==> src/rtl/vthernet_pkg.sv <==
// Shared Vthernet constants: GMII framing octets, CRC-32 parameters and RX FSM encoding.
package vthernet_pkg;
    localparam logic [7:0]  PRE             = 8'b10101010;
    localparam logic [7:0]  SFD             = 8'b10101011;
    localparam logic [31:0] CRC32_POLY_REFL = 32'hEDB88320;
    localparam logic [31:0] CRC32_RESIDUE   = 32'hDEBB20E3;
    localparam logic [31:0] CRC32_INIT      = 32'hFFFFFFFF;
    localparam logic [47:0] BCAST_MAC       = 48'hFFFFFFFFFFFF;

    localparam logic [2:0] ST_IDLE     = 3'd0;
    localparam logic [2:0] ST_PREAMBLE = 3'd1;
    localparam logic [2:0] ST_DATA     = 3'd2;
    localparam logic [2:0] ST_DROP     = 3'd3;
    localparam logic [2:0] ST_COMMIT   = 3'd4;
endpackage

==> src/rtl/vthernet_crc32_byte.sv <==
// Combinational reflected CRC-32 update for one octet, LSB first.
module vthernet_crc32_byte
    import vthernet_pkg::*;
(
    input  logic [31:0] crc_in,
    input  logic [7:0]  data,
    output logic [31:0] crc_out
);
    logic [31:0] c;

    always_comb begin
        c = crc_in ^ {24'h0, data};
        for (int i = 0; i < 8; i++) begin
            c = c[0] ? ((c >> 1) ^ CRC32_POLY_REFL) : (c >> 1);
        end
        crc_out = c;
    end
endmodule

==> src/rtl/vthernet_rx_mac_mf.sv <==
// GMII receive MAC with address/type filtering, FCS check and a ring of frame slots.
// state     | meaning
// IDLE      | waiting for preamble
// PREAMBLE  | inside preamble, waiting for SFD
// DATA      | storing frame bytes DA..FCS
// DROP      | discarding rest of frame until RX_DV falls
// COMMIT    | publishing the finished frame into its slot
module vthernet_rx_mac_mf
    import vthernet_pkg::*;
#(
    parameter int N_MAC      = 4,
    parameter int N_SLOTS    = 4,
    parameter int SLOT_BYTES = 2048,
    parameter int MIN_LEN    = 64,
    parameter int MAX_LEN    = 1518,
    parameter int ADDR_W     = 32,
    localparam int SLOT_W    = $clog2(N_SLOTS)
) (
    input  logic                RX_CLK,
    input  logic                rst_n,
    input  logic [48*N_MAC-1:0] my_mac_addr,
    input  logic [N_MAC-1:0]    mac_en,
    input  logic                promisc,
    input  logic                accept_bcast,
    input  logic [15:0]         ethernet_len_type,
    input  logic                len_type_en,
    input  logic [ADDR_W-1:0]   rx_base_addr,
    input  logic                RX_DV,
    input  logic                RX_ER,
    input  logic [7:0]          RXD,
    input  logic                rx_slot_release,
    output logic [47:0]         dst_mac_addr,
    output logic [47:0]         src_mac_addr,
    output logic [15:0]         rx_len_type,
    output logic [15:0]         rx_frame_len,
    output logic [SLOT_W-1:0]   rx_slot_idx,
    output logic                rx_irq,
    output logic [15:0]         rx_drop_cnt,
    output logic                rx_mem_wen,
    output logic [7:0]          rx_mem_data,
    output logic [ADDR_W-1:0]   rx_mem_addr
);
    localparam int               SLOT_SH    = $clog2(SLOT_BYTES);
    localparam logic [SLOT_W:0]  PEND_FULL  = (SLOT_W+1)'(N_SLOTS);
    localparam logic [SLOT_W:0]  PEND_ONE   = (SLOT_W+1)'(1);
    localparam logic [SLOT_W-1:0] SLOT_ONE  = SLOT_W'(1);

    logic [2:0]        state, state_next;
    logic [15:0]       byte_idx;
    logic [31:0]       crc, crc_next;
    logic [47:0]       cur_da, cur_sa, da_full;
    logic [15:0]       cur_lt, lt_full;
    logic [SLOT_W-1:0] wr_slot, rd_slot;
    logic [SLOT_W:0]   pending, pending_next;
    logic              da_hit, drop_inc, do_commit, do_release;
    logic [ADDR_W-1:0] wr_addr;

    logic [47:0] slot_da  [N_SLOTS];
    logic [47:0] slot_sa  [N_SLOTS];
    logic [15:0] slot_lt  [N_SLOTS];
    logic [15:0] slot_len [N_SLOTS];

    vthernet_crc32_byte u_crc (
        .crc_in  (crc),
        .data    (RXD),
        .crc_out (crc_next)
    );

    // DA/type are judged on the cycle their last octet is on RXD
    assign da_full = {cur_da[39:0], RXD};
    assign lt_full = {cur_lt[7:0], RXD};
    assign wr_addr = rx_base_addr + (ADDR_W'(wr_slot) << SLOT_SH) + ADDR_W'(byte_idx);

    always_comb begin
        da_hit = promisc || (accept_bcast && da_full == BCAST_MAC);
        for (int i = 0; i < N_MAC; i++) begin
            if (mac_en[i] && da_full == my_mac_addr[48*i +: 48]) da_hit = 1'b1;
        end
    end

    always_comb begin
        state_next = state;
        drop_inc   = 1'b0;
        case (state)
            ST_IDLE: if (RX_DV && RXD == PRE) state_next = ST_PREAMBLE;
            ST_PREAMBLE: begin
                if (!RX_DV) state_next = ST_IDLE;
                else if (RXD == SFD) begin
                    if (pending < PEND_FULL) state_next = ST_DATA;
                    else begin
                        state_next = ST_DROP;
                        drop_inc   = 1'b1;
                    end
                end else if (RXD != PRE) state_next = ST_DROP;
            end
            ST_DATA: begin
                if (!RX_DV) begin
                    if (byte_idx < 16'(MIN_LEN) || crc != CRC32_RESIDUE) begin
                        state_next = ST_IDLE;
                        drop_inc   = 1'b1;
                    end else state_next = ST_COMMIT;
                end else if (RX_ER || byte_idx == 16'(MAX_LEN)) begin
                    state_next = ST_DROP;
                    drop_inc   = 1'b1;
                end else if (byte_idx == 16'd5 && !da_hit) state_next = ST_DROP;
                else if (byte_idx == 16'd13 && len_type_en && lt_full != ethernet_len_type)
                    state_next = ST_DROP;
            end
            ST_DROP:   if (!RX_DV) state_next = ST_IDLE;
            ST_COMMIT: state_next = ST_IDLE;
            default:   state_next = ST_IDLE;
        endcase
    end

    assign do_commit  = (state == ST_COMMIT);
    assign do_release = rx_slot_release && (pending != '0);

    always_comb begin
        pending_next = pending;
        if (do_commit && !do_release) pending_next = pending + PEND_ONE;
        else if (!do_commit && do_release) pending_next = pending - PEND_ONE;
    end

    always_ff @(posedge RX_CLK or negedge rst_n) begin
        if (!rst_n) begin
            state       <= ST_IDLE;
            byte_idx    <= '0;
            crc         <= CRC32_INIT;
            cur_da      <= '0;
            cur_sa      <= '0;
            cur_lt      <= '0;
            wr_slot     <= '0;
            rd_slot     <= '0;
            pending     <= '0;
            rx_irq      <= 1'b0;
            rx_drop_cnt <= '0;
            rx_mem_wen  <= 1'b0;
            rx_mem_data <= '0;
            rx_mem_addr <= '0;
            for (int s = 0; s < N_SLOTS; s++) begin
                slot_da[s]  <= '0;
                slot_sa[s]  <= '0;
                slot_lt[s]  <= '0;
                slot_len[s] <= '0;
            end
        end else begin
            state      <= state_next;
            rx_mem_wen <= 1'b0;
            if (state == ST_IDLE || state == ST_PREAMBLE) begin
                byte_idx <= '0;
                crc      <= CRC32_INIT;
            end
            if (state == ST_DATA && RX_DV) begin
                rx_mem_wen  <= 1'b1;
                rx_mem_data <= RXD;
                rx_mem_addr <= wr_addr;
                byte_idx    <= byte_idx + 16'd1;
                crc         <= crc_next;
                if (byte_idx < 16'd6) cur_da <= da_full;
                else if (byte_idx < 16'd12) cur_sa <= {cur_sa[39:0], RXD};
                else if (byte_idx < 16'd14) cur_lt <= lt_full;
            end
            if (do_commit) begin
                slot_da[wr_slot]  <= cur_da;
                slot_sa[wr_slot]  <= cur_sa;
                slot_lt[wr_slot]  <= cur_lt;
                slot_len[wr_slot] <= byte_idx;
                wr_slot           <= wr_slot + SLOT_ONE;
            end
            if (do_release) rd_slot <= rd_slot + SLOT_ONE;
            pending <= pending_next;
            rx_irq  <= (pending_next != '0);
            if (drop_inc && rx_drop_cnt != 16'hFFFF) rx_drop_cnt <= rx_drop_cnt + 16'd1;
        end
    end

    assign dst_mac_addr = slot_da[rd_slot];
    assign src_mac_addr = slot_sa[rd_slot];
    assign rx_len_type  = slot_lt[rd_slot];
    assign rx_frame_len = slot_len[rd_slot];
    assign rx_slot_idx  = rd_slot;
endmodule

==> config.mk <==
export PLATFORM = sky130hd
export DESIGN_NAME = vthernet_rx_mac_mf
export DESIGN_NICKNAME = d
export VERILOG_FILES = /design/src/rtl/vthernet_pkg.sv /design/src/rtl/vthernet_crc32_byte.sv /design/src/rtl/vthernet_rx_mac_mf.sv
export SDC_FILE = /design/constraint.sdc
export NUM_CORES = 1
export LEC_CHECK = 0
export CORE_MARGIN = 4
export CORE_UTILIZATION = 56
export DETAILED_ROUTE_END_ITERATION = 7
export GPL_ROUTABILITY_DRIVEN = 0
export PLACE_DENSITY = 0.8
export SYNTH_ARGS = -nofsm -noshare
export SYNTH_HDL_FRONTEND = slang
export SYNTH_HIERARCHICAL = 1
export SYNTH_SLANG_ARGS = --single-unit
==> constraint.sdc <==
create_clock -name RX_CLK -period 4 [get_ports RX_CLK]
set_clock_uncertainty 0.15 [all_clocks]
set_input_delay 1.2 -clock RX_CLK [delete_from_list [all_inputs] [get_ports RX_CLK]]
set_output_delay 1.2 -clock RX_CLK [all_outputs]
set_load 0.03 [all_outputs]
# == Word-level counts from Yosys, hierarchy flattened ==
# Cells that the tools add are included.
# totals
reg_bits,740
elab_cells,169
in_bits,260
out_inout_bits,188
# op_classes
bitwise,13
muxes,58
n_eq_ne,22
order_cmp,8
reduce_logical,30
n_addsub,8
# ops
operator,count
$bwmux W192,2
$mux W32,10
$mux W48,5
$bmux W48 S2,2
$eq A48 B48 Y1,4
$bwmux W64,2
$mux W16,7
$not A13 Y14,8
$demux W48 S2,1
$bmux W16 S2,2
$eq A48 B48 Y1 const B,1
$mux W3,12
$add A16 B1 Y16 const B,2
$add A32 B13 Y32,1
$add A32 B16 Y32,1
$demux W16 S2,1
$lt A16 B4 Y1 const B,2
$ne A32 B32 Y1 const B,1
$xor A32 B8 Y32,1
$eq A16 B11 Y1 const B,1
$eq A16 B3 Y1 const B,1
$eq A16 B4 Y1 const B,1
$eq A8 B8 Y1 const B,2
$lt A16 B3 Y1 const B,1
other kinds (30),68

# == Longest topological paths before layout ==
# Gate-level depths: netlist of the first run.
# logic_depth
depth_word,18
depth_mapped,11
ltp_nobuf,10

# == By module ==
# The synthesis of the first run kept the hierarchy.
# modules_own_cells
mod,cells_per_inst,n_inst,area_each_um2,seq_area_each_um2
vthernet_rx_mac_mf,2543,1,34983.6,18557.8
vthernet_crc32_byte,64,1,998.5,0.0

# == Least setup slack after synthesis of the first run ==
# OpenSTA, ideal clock, no wires.
# synth_path
path_kind,input -> register
startpoint,in rx_base_addr[11]
endpoint,reg rx_mem_addr[23]
t_required_ps,3781
setup_time_ps,69
path_slack_ps,85
cell_stages,10
path_buffers,1
arrival_time_ps,3696
path_cell_list,fa_1 > ha_1 > and2_1 > and3_1 > a31oi_1 > or3_1 > and3_1 > clkbuf_1 > or4_1 > nand3_1
# synth_via
elab_chain_len,2
# synth_lines
element,line_no,source
"start, declared",vthernet_rx_mac_mf.sv:27,"input logic [ADDR_W-1:0] rx_base_addr,"
$add A32 B13 Y32,vthernet_rx_mac_mf.sv:72,assign wr_addr = rx_base_addr + (ADDR_W'(wr_slot) << SLOT_SH) + ADDR_W'(byte_idx);
$add A32 B16 Y32,vthernet_rx_mac_mf.sv:72,
"end signal, assigned",vthernet_rx_mac_mf.sv:156,rx_mem_addr <= wr_addr;
"end, declared",vthernet_rx_mac_mf.sv:41,output logic [ADDR_W-1:0] rx_mem_addr
# Every way passes these cells.
# A chain may end at the register's enable or synchronous reset.

# == Worst setup path after layout of the first run ==
# layout_path
startpoint,in rx_base_addr[11]
endpoint,reg rx_mem_addr[18]
# The elaborated chain is that of the path after synthesis.

==> flow_metrics.py, run 1 <==
metrics = {
    "sta": {
        "finalCritPeriodShare_pct": 99.7,
        "setup_viol": 0,
        "layout_min_cycle_time_ns": 3.99,
        "timing.setup.tns_ns": 0,
        "worst_pin_slew_ns": 0.887,
        "rsz0062_at_grt": "yes",
        "max-slew-margin-rel_pct": 40.8,
        "whs_ns": 0.331,
        "slew_violations": 0,
        "final_hold_viol_count": 0,
        "fmax_mhz": 251,
    },
    "status": {
        "status": "finished, final reports clean",
    },
    "power_and_ir_drop": {
        "p_per_area_nw_per_um2": 436,
        "power_frac_comb_pct": 17.3,
        "p_sw_mw": 5.91,
        "switching_share_pct": 30.3,
        "cell_internal_pwr_mw": 13.6,
        "power_frac_seq_pct": 46.1,
        "ir_drop_v": 0.000369,
        "clkPwrFrac_pct": 36.5,
        "leakage_nw": 21.4,
    },
    "floorplan": {
        "die_area_um2": 68400,
        "core_um2": 63300,
        "initial_core_util_pct": 56.8,
        "ios": 448,
        "rows": 92,
        "die_y_um": 261,
        "die_w_um": 261,
    },
    "worst_setup_path": {
        "crit_fanout": 6,
        "arrival_ns": 4.31,
        "worst_r2r_path_depth": 11,
        "startpoint_type": "input port",
        "cp-end-kind": "register",
        "worstPathRequired_ns": 4.32,
        "reg2reg_from": "byte_idx[6]",
        "reg2reg_to": "rx_mem_addr[18]",
        "reg2reg_setup_slack_ns": 0.61,
        "crit_type": "input port to register",
    },
    "logic_synthesis": {
        "yosysTopAreaCell": "dfrtp_1",
        "synth_seq_cells": 740,
        "synthTopCellsByArea": "dfrtp_1 (49%), mux2_2 (18%), mux4_2 (8.0%)",
        "synth_flop_cell": "dfrtp_1",
        "async_flop_share_pct": 100,
        "yosys_warnings": 6,
        "synth_top_area_share_pct": 49.2,
        "avgSynthCellArea_um2": 13.8,
        "syn_area_um2": 36000,
        "synth_edf_count": 0,
        "yosysMostFrequentCell": "dfrtp_1",
        "yosysSeqAreaShare_pct": 51.6,
        "synthDistinctLibCells": 76,
        "synthCells": 2607,
        "syn-num-nets": 2911,
        "ys_top_cells_by_count": "dfrtp_1 (708), mux2_2 (586), nand2_1 (155)",
    },
    "grt": {
        "antenna_found_initial": 10,
        "overflow": 0,
        "grt_start_max_net_pins": 96,
        "grt_pass1_vias": 26700,
        "grt_pass1_wl_mm": 161,
        "track_usage_pct": 30.9,
    },
    "cells_and_area": {
        "area_growth_pct": 24.3,
        "fin_nets": 3404,
        "drive_above_1_share_pct": 33.3,
        "stdcell_area_um2": 44700,
        "post-route-util_pct": 70.7,
    },
    "routing": {
        "drc_errors": 0,
        "vias": 24700,
        "routed_wl_mm": 106,
        "avgViaCountPerCell": 6.15,
        "dr.first_iter.drc_count": 2018,
        "dr.pass1.iters": 5,
        "ant_nets": 0,
        "drt-wirelength-per-cell_um": 26.4,
    },
    "clock_tree": {
        "cts_hold_buffers": 0,
        "htreeDepth": 3,
        "path_clk_slew_ns": 0.06,
        "clock_latency_ns": 0.63,
        "numCtsBuffers": 76,
        "cts_tree": "yes",
        "clock_sinks": 740,
        "cts_root_buffer": "clkbuf_16",
        "cts_buffer_depth": 3,
    },
    "placement": {
        "dp_hpwl_mm": 72.2,
        "placed_area_um2": 42100,
        "port_buffers": 447,
    },
    "worst_hold_path": {
        "hold-path-endpoint": "rx_mem_data[1]",
        "worstHoldStart": "rx_mem_data[1]",
        "hold_depth": 2,
        "hp-class": "register to register",
    },
    "run": {
        "maxCapViolCount": 0,
    },
}
## repair_timing
action | CTS | global route
gates resized for setup | 103 | 27
pin swaps | 0 | 4
endpoints found under the setup margin | 113 | 67
gates cloned | 1 | 2
buffers inserted | 0 | 3
## layout by cell type, fill, tap and decap left out, types with 11 or more instances in the layout
cell	netlist	final
buf_4	1	115
clkdlybuf4s50_1	0	324
nand2_1	155	154
xnor3_1	12	12
o21ai_0	80	80
mux2_2	586	586
dlymetal6s2s_1	0	21
clkbuf_8	0	19
dfrtp_1	708	706
xor2_1	138	138
xnor2_1	114	114
clkbuf_16	0	77
nor2_1	34	34
nor3_1	14	14
or3_1	12	11
a31oi_1	15	14
mux2_1	33	33
buf_12	0	25
dlygate4sd2_1	0	99
ha_1	41	41
mux4_2	128	128
nand3_1	38	38
nor4_1	38	38
inv_1	39	39
nand4_1	45	45
clkbuf_1	95	18
a21oi_1	19	18
clkinv_2	0	12
dfstp_2	32	32
## worst max-delay path, stage by stage
cell	delay (ns)
clkdlybuf4s50_1	0.46
fa_1	0.50
ha_1	0.33
and2_1	0.14
buf_4	0.11
and4_1	0.25
a221oi_2	0.08
buf_4	0.17
o41a_1	0.50
buf_4	0.18
o21ai_0	0.25
a31oi_1	0.13
## state kept, by name, indices dropped and copies added, names as in the netlist, 2 cells and up
register and cells:
pending 3, slot_da 192, slot_sa 192, crc 32, byte_idx 16, rx_slot_idx 2
wr_slot 2, rx_drop_cnt 16, cur_sa 48, slot_lt 64, slot_len 64, cur_da 48
rx_mem_data 8, cur_lt 16, state 3, rx_mem_addr 32
## power groups by stage
| stage | Clock (mW) | Combinational (mW) | Sequential (mW) |
|---|---|---|---|
| 3_5_place_dp | 0 | 3.35 | 9.08 |
| 6_report | 7.13 | 3.38 | 9.01 |
| 3_3_place_gp | 0 | 3.27 | 9.06 |
| 4_1_cts | 7.20 | 3.38 | 8.95 |
| 2_1_floorplan | 0 | 1.84 | 8.70 |
| 5_1_grt | 7.52 | 3.60 | 9.02 |
## cell families after synthesis
family	Yosys count	synth area share (%)
buffers and inverters	219	2.58
adders and majority gates	44	1.59
DFF	740	51.6
muxes	753	27.6
and+or+nand+nor	396	5.64
xor gates and xnor gates	286	8.19
AOI/OAI and AO/OA	169	2.87
## per-layer routing
metal | GRT usage, % | wire length [um] | vias to the layer above
met2 | 52.1 | 53000 | 1077
met5 | 0 | 72 | -
met4 | 13.1 | 4490 | 10
met3 | 5.40 | 7010 | 273
met1 | 40.1 | 41400 | 12900
li1 | - | - | 10400
## stage by stage
step	total power, mW	worst slack, ns	cells
final	19.5	0.0114	4011
after CTS	19.5	-0.0719	4001
after global routing	20.1	-0.0371	4010
after global placement	12.3	-0.487	3862
after floorplan	10.5	0.0851	2607
after detailed placement	12.4	-0.636	3862
## how the worst max path moves through the flow
| stage | from | end | slack, ns | cells past startpoint |
|---|---|---|---|---|
| floorplan | rx_base_addr[11] | rx_mem_addr[23] | 0.09 | 10 |
| global placement | rx_base_addr[11] | rx_mem_addr[25] | -0.49 | 10 |
| detailed placement | rx_base_addr[11] | rx_mem_addr[26] | -0.64 | 11 |
| CTS | rx_slot_idx[0] | dst_mac_addr[36] | -0.07 | 4 |
| global route | rx_base_addr[11] | rx_mem_addr[18] | -0.04 | 12 |
| finish | rx_base_addr[11] | rx_mem_addr[18] | 0.01 | 12 |
## layout make-up
class | instances | area, um^2
Antenna cell | 5 | 12.5
Multi-Input combinational cell | 1649 | 16600
Clock buffer | 113 | 2230
Clock inverter | 25 | 273
Fill cell | 4194 | 18600
Inverter | 41 | 154
Timing Repair Buffer | 592 | 5890
Tap cell | 846 | 1060
Sequential cell | 740 | 18600
No activity file was read; power rests on OpenSTA's default activity.
==> run 2: changes to the inputs <==
Settings changed: TNS_END_PERCENT set to 50.
==> run 2 against run 1 <==
Global-route usage decreased by 0.070 points; count of clock-buffer cells in the layout unchanged; power about the same; first-iteration DRC count increased by 4.0%; clock power about the same; sequential share of layout area increased by 0.10 points.
==> flow_metrics.py, run 2 (synthesized netlist as in run 1, its figures left out) <==
metrics = {
    "status": {
        "status": "finished, final reports clean",
    },
    "worst_setup_path": {
        "worst_r2r_path_depth": 10,
        "critPathCapture": "rx_mem_addr[22]",
        "reg2reg_to": "rx_mem_addr[22]",
        "arrival_ns": 4.35,
        "worstPathRequired_ns": 4.38,
        "path_cells": "clkdlybuf4s50_1 > fa_1 > ha_1 > and2_1 > buf_4 > and4_1 > a221oi_2 > buf_4 > o41a_1 > or3_1 > a31oi_1",
        "cpPeakStageDelay_ns": 0.50,
        "reg2reg_setup_slack_ns": 0.64,
        "cpMaxStageDelayCell": "fa_1",
        "startpoint_type": "input port",
        "reg2reg_from": "byte_idx[6]",
        "crit_fanout": 6,
        "cp-end-kind": "register",
        "crit_start": "rx_base_addr[11]",
        "crit_type": "input port to register",
        "crit_top_cell": "buf_4",
    },
    "sta": {
        "final_hold_viol_count": 0,
        "finalCritPeriodShare_pct": 99.3,
        "setup_ws_ns": 0.0274,
        "slew_violations": 0,
        "worst_pin_slew_ns": 0.890,
        "rsz0062_at_grt": "yes",
        "fmax_mhz": 252,
        "layout_min_cycle_time_ns": 3.97,
        "max-slew-margin-rel_pct": 40.7,
        "setup_viol": 0,
    },
    "floorplan": {
        "rows": 92,
        "die_y_um": 261,
        "core_um2": 63300,
        "die_w_um": 261,
        "ios": 448,
        "die_area_um2": 68400,
        "initial_core_util_pct": 56.8,
    },
    "clock_tree": {
        "clock_latency_ns": 0.63,
        "numCtsBuffers": 76,
        "path_clk_slew_ns": 0.06,
        "htreeDepth": 3,
        "cts_buffer_depth": 3,
        "cts_root_buffer": "clkbuf_16",
        "cts_tree": "yes",
        "clock_sinks": 740,
    },
    "cells_and_area": {
        "register_area_um2": 18600,
        "multi_input_area_um2": 16600,
        "area_growth_pct": 24.0,
        "layout_commonest_cell": "dfrtp_1",
        "fillers": 4194,
        "reg_top3": "slot_da: 192 flops, slot_sa: 192 flops",
        "drive_above_1_share_pct": 33.4,
        "mostFrequentLayoutCells": "dfrtp_1 (706), mux2_2 (586), clkdlybuf4s50_1 (335)",
        "final_cells": 4007,
        "fin_nets": 3400,
    },
    "routing": {
        "routed_wl_mm": 105,
        "drc_errors": 0,
        "dr.pass1.iters": 5,
        "drt-wirelength-per-cell_um": 26.3,
        "ant_nets": 0,
        "dr.first_iter.drc_count": 2098,
        "vias": 24600,
        "avgViaCountPerCell": 6.15,
    },
    "power_and_ir_drop": {
        "leakage_nw": 21.2,
        "ir_drop_v": 0.000370,
        "p_per_area_nw_per_um2": 437,
    },
    "grt": {
        "grt_pass1_wl_mm": 161,
        "track_usage_pct": 30.9,
        "grt_pass1_vias": 26700,
        "grt_start_max_net_pins": 96,
        "antenna_found_initial": 10,
        "overflow": 0,
    },
    "placement": {
        "post-place-cells": 3862,
        "port_buffers": 447,
        "pre_cts_ws_ns": -0.636,
        "dp_hpwl_mm": 72.2,
    },
    "run": {
        "maxCapViolCount": 0,
    },
    "worst_hold_path": {
        "hp-class": "register to register",
    },
}
-- run 2: cell types whose count changed in the layout (fill, tap and decap cells not counted), sizes merged --
cell / change
clkdlybuf4s50: +11
buf: -2
dlygate4sd2: -10
bufbuf: -1
clkbuf: +5
dlymetal6s2s: -7
-- run 2: repair_timing --
item	CTS	global route
gates cloned	0	1
gates resized for setup	98	34
setup endpoints to repair	113	61
hold buffers	0	0
buffers inserted	0	1
pin swaps	0	4
-- run 2: worst min-delay path by stage --
stage / from / end / slack [ns] / depth (start not counted)
global placement: rx_mem_data[1] / rx_mem_data[1] / 0.31 / 2
global route: rx_mem_data[0] / rx_mem_data[0] / 0.36 / 2
CTS: rx_mem_addr[9] / rx_mem_addr[9] / 0.33 / 2
detailed placement: rx_mem_addr[9] / rx_mem_addr[9] / 0.32 / 2
finish: rx_mem_data[7] / rx_mem_data[7] / 0.33 / 2
floorplan: slot_da[48] / slot_da[48] / 0.33 / 1
-- run 2: routing by layer --
layer	part of all wire, %	up-vias	track usage [%]
li1	-	10400	-
met1	39	12900	39.9
met2	50	1043	52.0
met3	6.7	280	5.38
met4	4.3	10	13.2
met5	0.070	-	0
-- run 2: final cells by class --
cell class | instances | share of cell area, %
antenna | 5 | 0.0280
clock buffer | 113 | 5.00
clock inverter | 25 | 0.611
inverter | 41 | 0.345
multi-input combinational | 1649 | 37.1
sequential | 740 | 41.6
tap | 846 | 2.37
timing repair buffer | 588 | 12.9
-- run 2: power by group --
group	internal (mW)	total [mW]	switching [mW]
sequential	7.91	9.00	1.10
combinational	1.61	3.39	1.78
clock	4.09	7.13	3.04
-- run 2: critical path, delay by kind of cell --
| family | cells | cell delay (ns) |
|---|---|---|
| simple gates | 3 | 0.79 |
| fa+ha+maj | 2 | 0.83 |
| buf+inv | 3 | 0.74 |
| compound gates | 3 | 0.78 |
-- run 2: metrics by stage --
stage	power, mW	instance area (um^2)	hold WS [ns]	utilization (%)	setup TNS [ns]
CTS	19.5	44500	0.333	70.3	-0.417
floorplan	10.5	36000	0.325	-	0
global placement	12.3	42100	0.314	66.5	-7.73
global route	20.1	44600	0.356	70.5	-0.104
finish	19.5	44600	0.331	70.5	0
detailed placement	12.4	42100	0.319	66.5	-9.25
